===== src/rtl/print_line_buffer_if.sv =====
// Completed-line stream from print_line_buffer to its consumer.
// The producer drives line_valid/line_data; the consumer drives line_ready.
interface print_line_buffer_if #(
  parameter int unsigned HEAD_WIDTH = 384
) ();
  logic                  line_valid;
  logic [HEAD_WIDTH-1:0] line_data;
  logic                  line_ready;

  modport master (
    output line_valid,
    output line_data,
    input  line_ready
  );

  modport slave (
    input  line_valid,
    input  line_data,
    output line_ready
  );
endinterface


===== src/rtl/print_line_buffer.sv =====
// Print line buffer: qualifies thermal-head burn pulses, assembles dot lines
// between stepper line boundaries and queues completed lines in a FIFO.
// Optional feature: define PRINT_LINE_BLANK_SKIP_EN to drop all-zero lines
// at the boundary and count them in blank_lines_skipped.
module print_line_buffer #(
  parameter int unsigned HEAD_WIDTH      = 384,
  parameter int unsigned STEPS_PER_LINE  = 2,
  parameter int unsigned MIN_BURN_CYCLES = 1,
  parameter int unsigned FIFO_DEPTH      = 4
) (
  input  logic                               clk,
  input  logic                               reset,
  input  logic                               head_active,
  input  logic [HEAD_WIDTH-1:0]              head_active_dots,
  input  logic                               line_advance_tick,
  input  logic                               line_reverse_tick,
  input  logic                               clear_overflow,
  print_line_buffer_if.master                line_if,
  output logic [$clog2(FIFO_DEPTH+1)-1:0]    fifo_level,
  output logic                               overflow,
  output logic [7:0]                         dropped_lines,
  output logic [15:0]                        blank_lines_skipped
);

  localparam int unsigned StepW = (STEPS_PER_LINE > 1) ? $clog2(STEPS_PER_LINE) : 1;
  localparam int unsigned RunW  = $clog2(MIN_BURN_CYCLES + 1);
  localparam int unsigned PtrW  = $clog2(FIFO_DEPTH);
  localparam int unsigned LvlW  = $clog2(FIFO_DEPTH + 1);

  localparam logic [StepW-1:0] StepLast = StepW'(STEPS_PER_LINE - 1);
  localparam logic [RunW-1:0]  RunMax   = RunW'(MIN_BURN_CYCLES);
  localparam logic [LvlW-1:0]  LvlFull  = LvlW'(FIFO_DEPTH);

  logic [RunW-1:0]       run_q, run_d, run_inc;
  logic [HEAD_WIDTH-1:0] pending_q, pending_d;
  logic [HEAD_WIDTH-1:0] burn_q, burn_d, burn_add;
  logic [StepW-1:0]      step_q, step_d;
  logic                  boundary;
  logic [PtrW-1:0]       wr_q, rd_q;
  logic [LvlW-1:0]       lvl_q, lvl_d;
  logic                  ovf_q, ovf_d;
  logic [7:0]            drop_q, drop_d;
  logic                  valid, pop, push_req, push_ok, drop;
  logic [HEAD_WIDTH-1:0] mem [FIFO_DEPTH];

  assign run_inc = run_q + RunW'(1);

  // Burn qualification: hold dots in pending until the pulse is long enough.
  always_comb begin
    run_d     = '0;
    pending_d = '0;
    burn_add  = '0;
    if (head_active) begin
      if (run_q == RunMax) begin
        run_d    = RunMax;
        burn_add = head_active_dots;
      end else if (run_inc == RunMax) begin
        run_d    = RunMax;
        burn_add = pending_q | head_active_dots;
      end else begin
        run_d     = run_inc;
        pending_d = pending_q | head_active_dots;
      end
    end
  end

  // Step tracking; a forward wrap of step_q marks a line boundary.
  always_comb begin
    boundary = 1'b0;
    step_d   = step_q;
    if (line_advance_tick && !line_reverse_tick) begin
      if (step_q == StepLast) begin
        boundary = 1'b1;
        step_d   = '0;
      end else begin
        step_d = step_q + StepW'(1);
      end
    end else if (line_reverse_tick && !line_advance_tick && (step_q != '0)) begin
      step_d = step_q - StepW'(1);
    end
  end

  // The snapshot pushed at a boundary is burn_q; same-cycle burns start the new line.
  assign burn_d = (boundary ? '0 : burn_q) | burn_add;

`ifdef PRINT_LINE_BLANK_SKIP_EN
  logic        blank;
  logic [15:0] blank_q;
  assign blank    = boundary && (burn_q == '0);
  assign push_req = boundary && !blank;

  // Saturating blank-line counter, unaffected by clear_overflow.
  always_ff @(posedge clk or posedge reset) begin
    if (reset) begin
      blank_q <= '0;
    end else if (blank && (blank_q != 16'hFFFF)) begin
      blank_q <= blank_q + 16'd1;
    end
  end
  assign blank_lines_skipped = blank_q;
`else
  assign push_req            = boundary;
  assign blank_lines_skipped = '0;
`endif

  assign valid   = (lvl_q != '0);
  assign pop     = valid && line_if.line_ready;
  // A pop in the same cycle frees the slot, so a full FIFO still accepts.
  assign push_ok = push_req && ((lvl_q != LvlFull) || pop);
  assign drop    = push_req && (lvl_q == LvlFull) && !pop;

  // FIFO occupancy and sticky overflow; a drop wins over clear_overflow.
  always_comb begin
    lvl_d = lvl_q;
    if (push_ok && !pop) begin
      lvl_d = lvl_q + LvlW'(1);
    end else if (pop && !push_ok) begin
      lvl_d = lvl_q - LvlW'(1);
    end
    ovf_d  = ovf_q;
    drop_d = drop_q;
    if (clear_overflow) begin
      ovf_d  = 1'b0;
      drop_d = '0;
    end
    if (drop) begin
      ovf_d  = 1'b1;
      drop_d = (drop_d == 8'hFF) ? 8'hFF : drop_d + 8'd1;
    end
  end

  // State registers.
  always_ff @(posedge clk or posedge reset) begin
    if (reset) begin
      run_q     <= '0;
      pending_q <= '0;
      burn_q    <= '0;
      step_q    <= '0;
      wr_q      <= '0;
      rd_q      <= '0;
      lvl_q     <= '0;
      ovf_q     <= 1'b0;
      drop_q    <= '0;
    end else begin
      run_q     <= run_d;
      pending_q <= pending_d;
      burn_q    <= burn_d;
      step_q    <= step_d;
      lvl_q     <= lvl_d;
      ovf_q     <= ovf_d;
      drop_q    <= drop_d;
      if (push_ok) wr_q <= wr_q + PtrW'(1);
      if (pop)     rd_q <= rd_q + PtrW'(1);
    end
  end

  // Line storage; contents are don't-care until written, output is gated by valid.
  always_ff @(posedge clk) begin
    if (push_ok) mem[wr_q] <= burn_q;
  end

  assign line_if.line_valid = valid;
  assign line_if.line_data  = valid ? mem[rd_q] : '0;
  assign fifo_level         = lvl_q;
  assign overflow           = ovf_q;
  assign dropped_lines      = drop_q;

endmodule


===== src/flat_wrapper.sv =====
// flat-port wrapper written by rule: the top's interface ports become plain ports
module print_line_buffer_flat 
#(
  parameter int unsigned HEAD_WIDTH      = 384,
  parameter int unsigned STEPS_PER_LINE  = 2,
  parameter int unsigned MIN_BURN_CYCLES = 1,
  parameter int unsigned FIFO_DEPTH      = 4
)
  (clk, reset, head_active, head_active_dots, line_advance_tick, line_reverse_tick, clear_overflow, fifo_level, overflow, dropped_lines, blank_lines_skipped, line_if_line_valid, line_if_line_data, line_if_line_ready);
  print_line_buffer_if #(.HEAD_WIDTH(HEAD_WIDTH)) line_if_i ();
  input  logic clk;
  input  logic reset;
  input  logic head_active;
  input  logic [HEAD_WIDTH-1:0] head_active_dots;
  input  logic line_advance_tick;
  input  logic line_reverse_tick;
  input  logic clear_overflow;
  output logic [$clog2(FIFO_DEPTH+1)-1:0] fifo_level;
  output logic overflow;
  output logic [7:0] dropped_lines;
  output logic [15:0] blank_lines_skipped;
  output wire logic [$bits(line_if_i.line_valid)-1:0] line_if_line_valid;
  output wire logic [$bits(line_if_i.line_data)-1:0] line_if_line_data;
  input wire logic [$bits(line_if_i.line_ready)-1:0] line_if_line_ready;
  assign line_if_line_valid = line_if_i.line_valid;
  assign line_if_line_data = line_if_i.line_data;
  assign line_if_i.line_ready = line_if_line_ready;
  print_line_buffer #(.HEAD_WIDTH(HEAD_WIDTH), .STEPS_PER_LINE(STEPS_PER_LINE), .MIN_BURN_CYCLES(MIN_BURN_CYCLES), .FIFO_DEPTH(FIFO_DEPTH)) u_core (.clk(clk), .reset(reset), .head_active(head_active), .head_active_dots(head_active_dots), .line_advance_tick(line_advance_tick), .line_reverse_tick(line_reverse_tick), .clear_overflow(clear_overflow), .line_if(line_if_i), .fifo_level(fifo_level), .overflow(overflow), .dropped_lines(dropped_lines), .blank_lines_skipped(blank_lines_skipped));
endmodule

===== config.mk =====
export PLATFORM = sky130hd
export DESIGN_NAME = print_line_buffer_flat
export DESIGN_NICKNAME = d
export VERILOG_FILES = /design/src/rtl/print_line_buffer_if.sv /design/src/rtl/print_line_buffer.sv /design/src/flat_wrapper.sv
export SDC_FILE = /design/constraint.sdc
export NUM_CORES = 2
export LEC_CHECK = 0
export ABC_AREA = 1
export ABC_CLOCK_PERIOD_IN_PS = 34100
export CAP_MARGIN = 10
export CORE_MARGIN = 10
export CORE_UTILIZATION = 57
export DETAILED_ROUTE_END_ITERATION = 8
export GPL_TIMING_DRIVEN = 0
export PLACE_DENSITY = 0.79
export SLEW_MARGIN = 30
export SYNTH_ARGS = -nofsm -noshare
export SYNTH_HDL_FRONTEND = slang
export SYNTH_SLANG_ARGS = --single-unit

===== constraint.sdc =====
create_clock -name clk -period 34.1 [get_ports clk]
set_input_delay 6.82 -clock clk [delete_from_list [all_inputs] [get_ports clk]]
set_output_delay 6.82 -clock clk [all_outputs]
set_load 0.05 [all_outputs]

==> summary.md <==
| Metric | Value |
|---|---|
| Layout net count | about 8600 |
| Fin crit share | about a third |
| Worst-Skew Late Latency | roughly 0.86 ns |
| Setup Fix Bufs, Post-CTS | 0 |
| Largest family of logic cells by synthesized area | compound AO/OA/AOI/OAI gates |
| First-pass GRT wire length | 366000 microns |
| CP max stage delay | 0.97 ns |
| Hold-fix buffers at CTS | 0 |
| Distinct cells, synth | 28 |
| Die area | between 150000 and 200000 sq um |
| Synth Area in Compound Gates | 11.3% |
| Placed instance count | about 10000 |
| Mapped Area | 85300 sq um |
| WL/cell | between 20 and 25 microns |
| Core Box Area | 148000 sq um |
| Leakage power total | roughly 0.040 uW |
| Mux share of post-synthesis cell area | 0.0132% |
| Critical Path End Type | output pin |
| Finish-stage setup viols | 0 |
| Sequential element share of the synthesized area | 77.1% |
| Router iterations before antenna repair | 6 |
| Total GRT Usage | 29.8% |
| Setup tns final | 0 ns |
| Final HPWL DP | 173000 microns |
| Ranking of synthesized cells by area | edfxtp_1 (54%), dfrtp_1 (23%), nor2_1 (6.8%) |
| Post-Place Worst Slack | 23.16 ns |
| Initial antenna violation count | 35 |
| Final Hold Fails | 0 |
| Top sig layer | met5 |
| Met2 WL | 124000 microns |
| RSZ-0062 raised after global routing | no |
| Num ports | 804 |
| CTS tree | yes |
| RePlAce Congestion | 0.873 |
| Final-layout fill cell count | 9085 |
| Reg area | 65800 sq um |
| Crit-path max FO | 11 |
| Number of remaining DRC errors | 0 |
| Antenna Nets Post-Route | 0 |
| Peak supply drop | 0.0000859 V |
| Max Slew Vio Count | 0 |
| Startpoint Class | flip-flop |
| Fmax | 0.0888 GHz |
| Share of layout cells above drive strength 1 | 8.68% |
| Total CTS buffers | 217 |
| Reg clk slew, reported paths | 0.06 ns |
| Crit-path cells | buf_2 > inv_2 > buf_2 > clkbuf_1 > nor2_1 > o21ai_1 > a21oi_1 > clkdlybuf4s50_1 |
| Crit path max-delay cell type | clkdlybuf4s50_1 |
| DR vias/cell | 5.74 |
| Core Rows | 141 |
| Status | completed |
| Final worst slack | 22.84 ns |
| CTS Sinks | 2322 |
| Clk_skew | 0.0619 ns |
| DRT iter0 DRCs | 6715 |
| Worst EP required | 27.28 ns |
| PD cells | 94.4 nW/um^2 |
| Area of the multi-input gates | ~19000 sq um |
| Post-Synth Simple-Gate Area | under 10% |
| Via Count | ~60000 |
| Buffers added on ports | a little under 800 |
| Synth Area in Adders | 0.111% |
| Post-CTS Resized | 0 |
| Met3 wire len | around 27000 microns |
| XOR/XNOR share of the synthesized area | 0.0411% |
| Routed WL | 254000 microns |
| Layout area overhead | 25.9% |
| Synth Warn # | 0 |
| H-tree level count | 4 |
| Hold Path Class | reg -> reg |
| Worst Setup Path Type | reg -> out |
| Most numerous cell on the critical path | buf_2 |
| Syn Inst Count | 6723 |
| Worst slew pin tran | 1.12 ns |
| Initial Utilization | between 50% and 60% |
| Die H | 407 microns |
| Largest net degree at the start of global routing | 99 |
| Slew headroom | 25.6% |
| Crit path DAT | 4.44 ns |
| Average cell area after synthesis | 12.7 sq um |
| Max-cap violations | 0 |
| Area leader, netlist | edfxtp_1 |
| #FFs+latches synth | 2322 |
| M1 WL | 89300 microns |
| Non-filler instance count after layout | 10400 |
| Congestion Overflow GR | 0 |
| Die width | 407 microns |
| Maximum root-to-sink buffer count | 3 |
| Total power | between 10000 and 15000 uW |
| Fin crit period | between 10 and 15 ns |
| Number of global-route vias before repair | 58700 |
| Top cell type's share of synthesized area | 54.0% |
| Root Driver | clkbuf_16 |
flip-flops by register name (all words and copies together), names as in the netlist:
signal and cells:
u_core.fifo_level 3, u_core.dropped_lines 8, u_core.step_q 1, u_core.burn_q 384
u_core.wr_q 2, u_core.overflow 1, u_core.pending_q 384, u_core.rd_q 2
u_core.run_q 1, u_core.mem 1536
metrics by stage:
| step | util, % | area (sq um) | hold slack, ns |
|---|---|---|---|
| 2_1_floorplan | - | 86800 | 0.476 |
| 3_3_place_gp | 65.5 | 97100 | 0.472 |
| 3_5_place_dp | 67.5 | 100000 | 0.481 |
| 4_1_cts | 72.5 | 107000 | 0.484 |
| 5_1_grt | 72.5 | 107000 | 0.508 |
| 6_report | 72.5 | 107000 | 0.487 |
final cells by class:
cell class	instances	area share, %
clock buffers	309	5.71
diodes	23	0.0536
well taps	1930	2.25
clock inverters	105	1.16
repair buffers	896	10.0
plain buffers	441	1.99
flip-flops and latches	2322	61.2
inverters	30	0.112
multi-input cells	4329	17.5
cells in the final DEF (no fill, tap or decap), drive strengths merged:
cell and count:
nand2 413, fa 1, o21ai 1158, clkdlybuf4s50 787, ha 6, a21oi 771
dfrtp 786, nor2 1555, nor3 1, conb 400, bufinv 20, or2 1
edfxtp 1536, inv 41, buf 355, nand4 1, clkbuf 504, clkinvlp 5
clkinv 69, nand3 17, diode 23, xnor2 1, xor2 3, mux2 1
report_power, final:
part,internal [uW],switching [uW],total (uW)
Sequential,3210,101,3320
Clock,1410,1060,2470
Combinational,1220,3140,4360
Total,5840,4300,10100
worst paths after layout:
check / cells after the start / from / end / slack (ns)
worst max-delay path: 8 / u_core.rd_q[1]$_DFFE_PP0P_ / line_if_line_data[23] / 22.84
worst min-delay path: 0 / u_core.burn_q[194]$_DFF_PP0_ / u_core.mem[1][194]$_DFFE_PP_ / 0.49
worst max register to register: 12 / u_core.step_q$_DFFE_PP0P_ / u_core.mem[1][60]$_DFFE_PP_ / 30.17
worst min register to register: 0 / u_core.burn_q[194]$_DFF_PP0_ / u_core.mem[1][194]$_DFFE_PP_ / 0.49
max in group asynchronous: 6 / reset / u_core.burn_q[211]$_DFF_PP0_ / 25.59
min in group asynchronous: 2 / reset / u_core.burn_q[347]$_DFF_PP0_ / 6.42
kinds of logic after synthesis:
kind of cell | after synthesis
AOI/OAI and AO/OA | 1929
xor gates and xnor gates | 4
adders and majority gates | 7
buffers and inverters | 471
DFF | 2322
muxes | 1
other | 1
and+or+nand+nor | 1988
Yosys cell counts (all sizes together):
cell type and count:
inv 28, fa 1, or2 1, clkinv 2
nand3 17, nand4 1, edfxtp 1536, nor3 1
xor2 3, mux2 1, clkbuf 195, dfrtp 786
a21oi 771, nand2 413, xnor2 1, buf 246
nor2 1555, o21ai 1158, conb 1, ha 6
per-layer routing:
metal	up-vias	track usage, %
li1	26300	-
met5	-	0
met2	3484	49.1
met4	16	15.2
met3	642	7.53
met1	29200	36.4
worst max-delay path, delay by kind of cell (launching register included):
kind                   cells  cell delay, ns
buffers and inverters      5            2.33
AO/OA/AOI/OAI              2            0.79
flip-flops                 1            0.31
AND/OR/NAND/NOR            1            0.16
No activity file was read; power rests on OpenSTA's default activity.
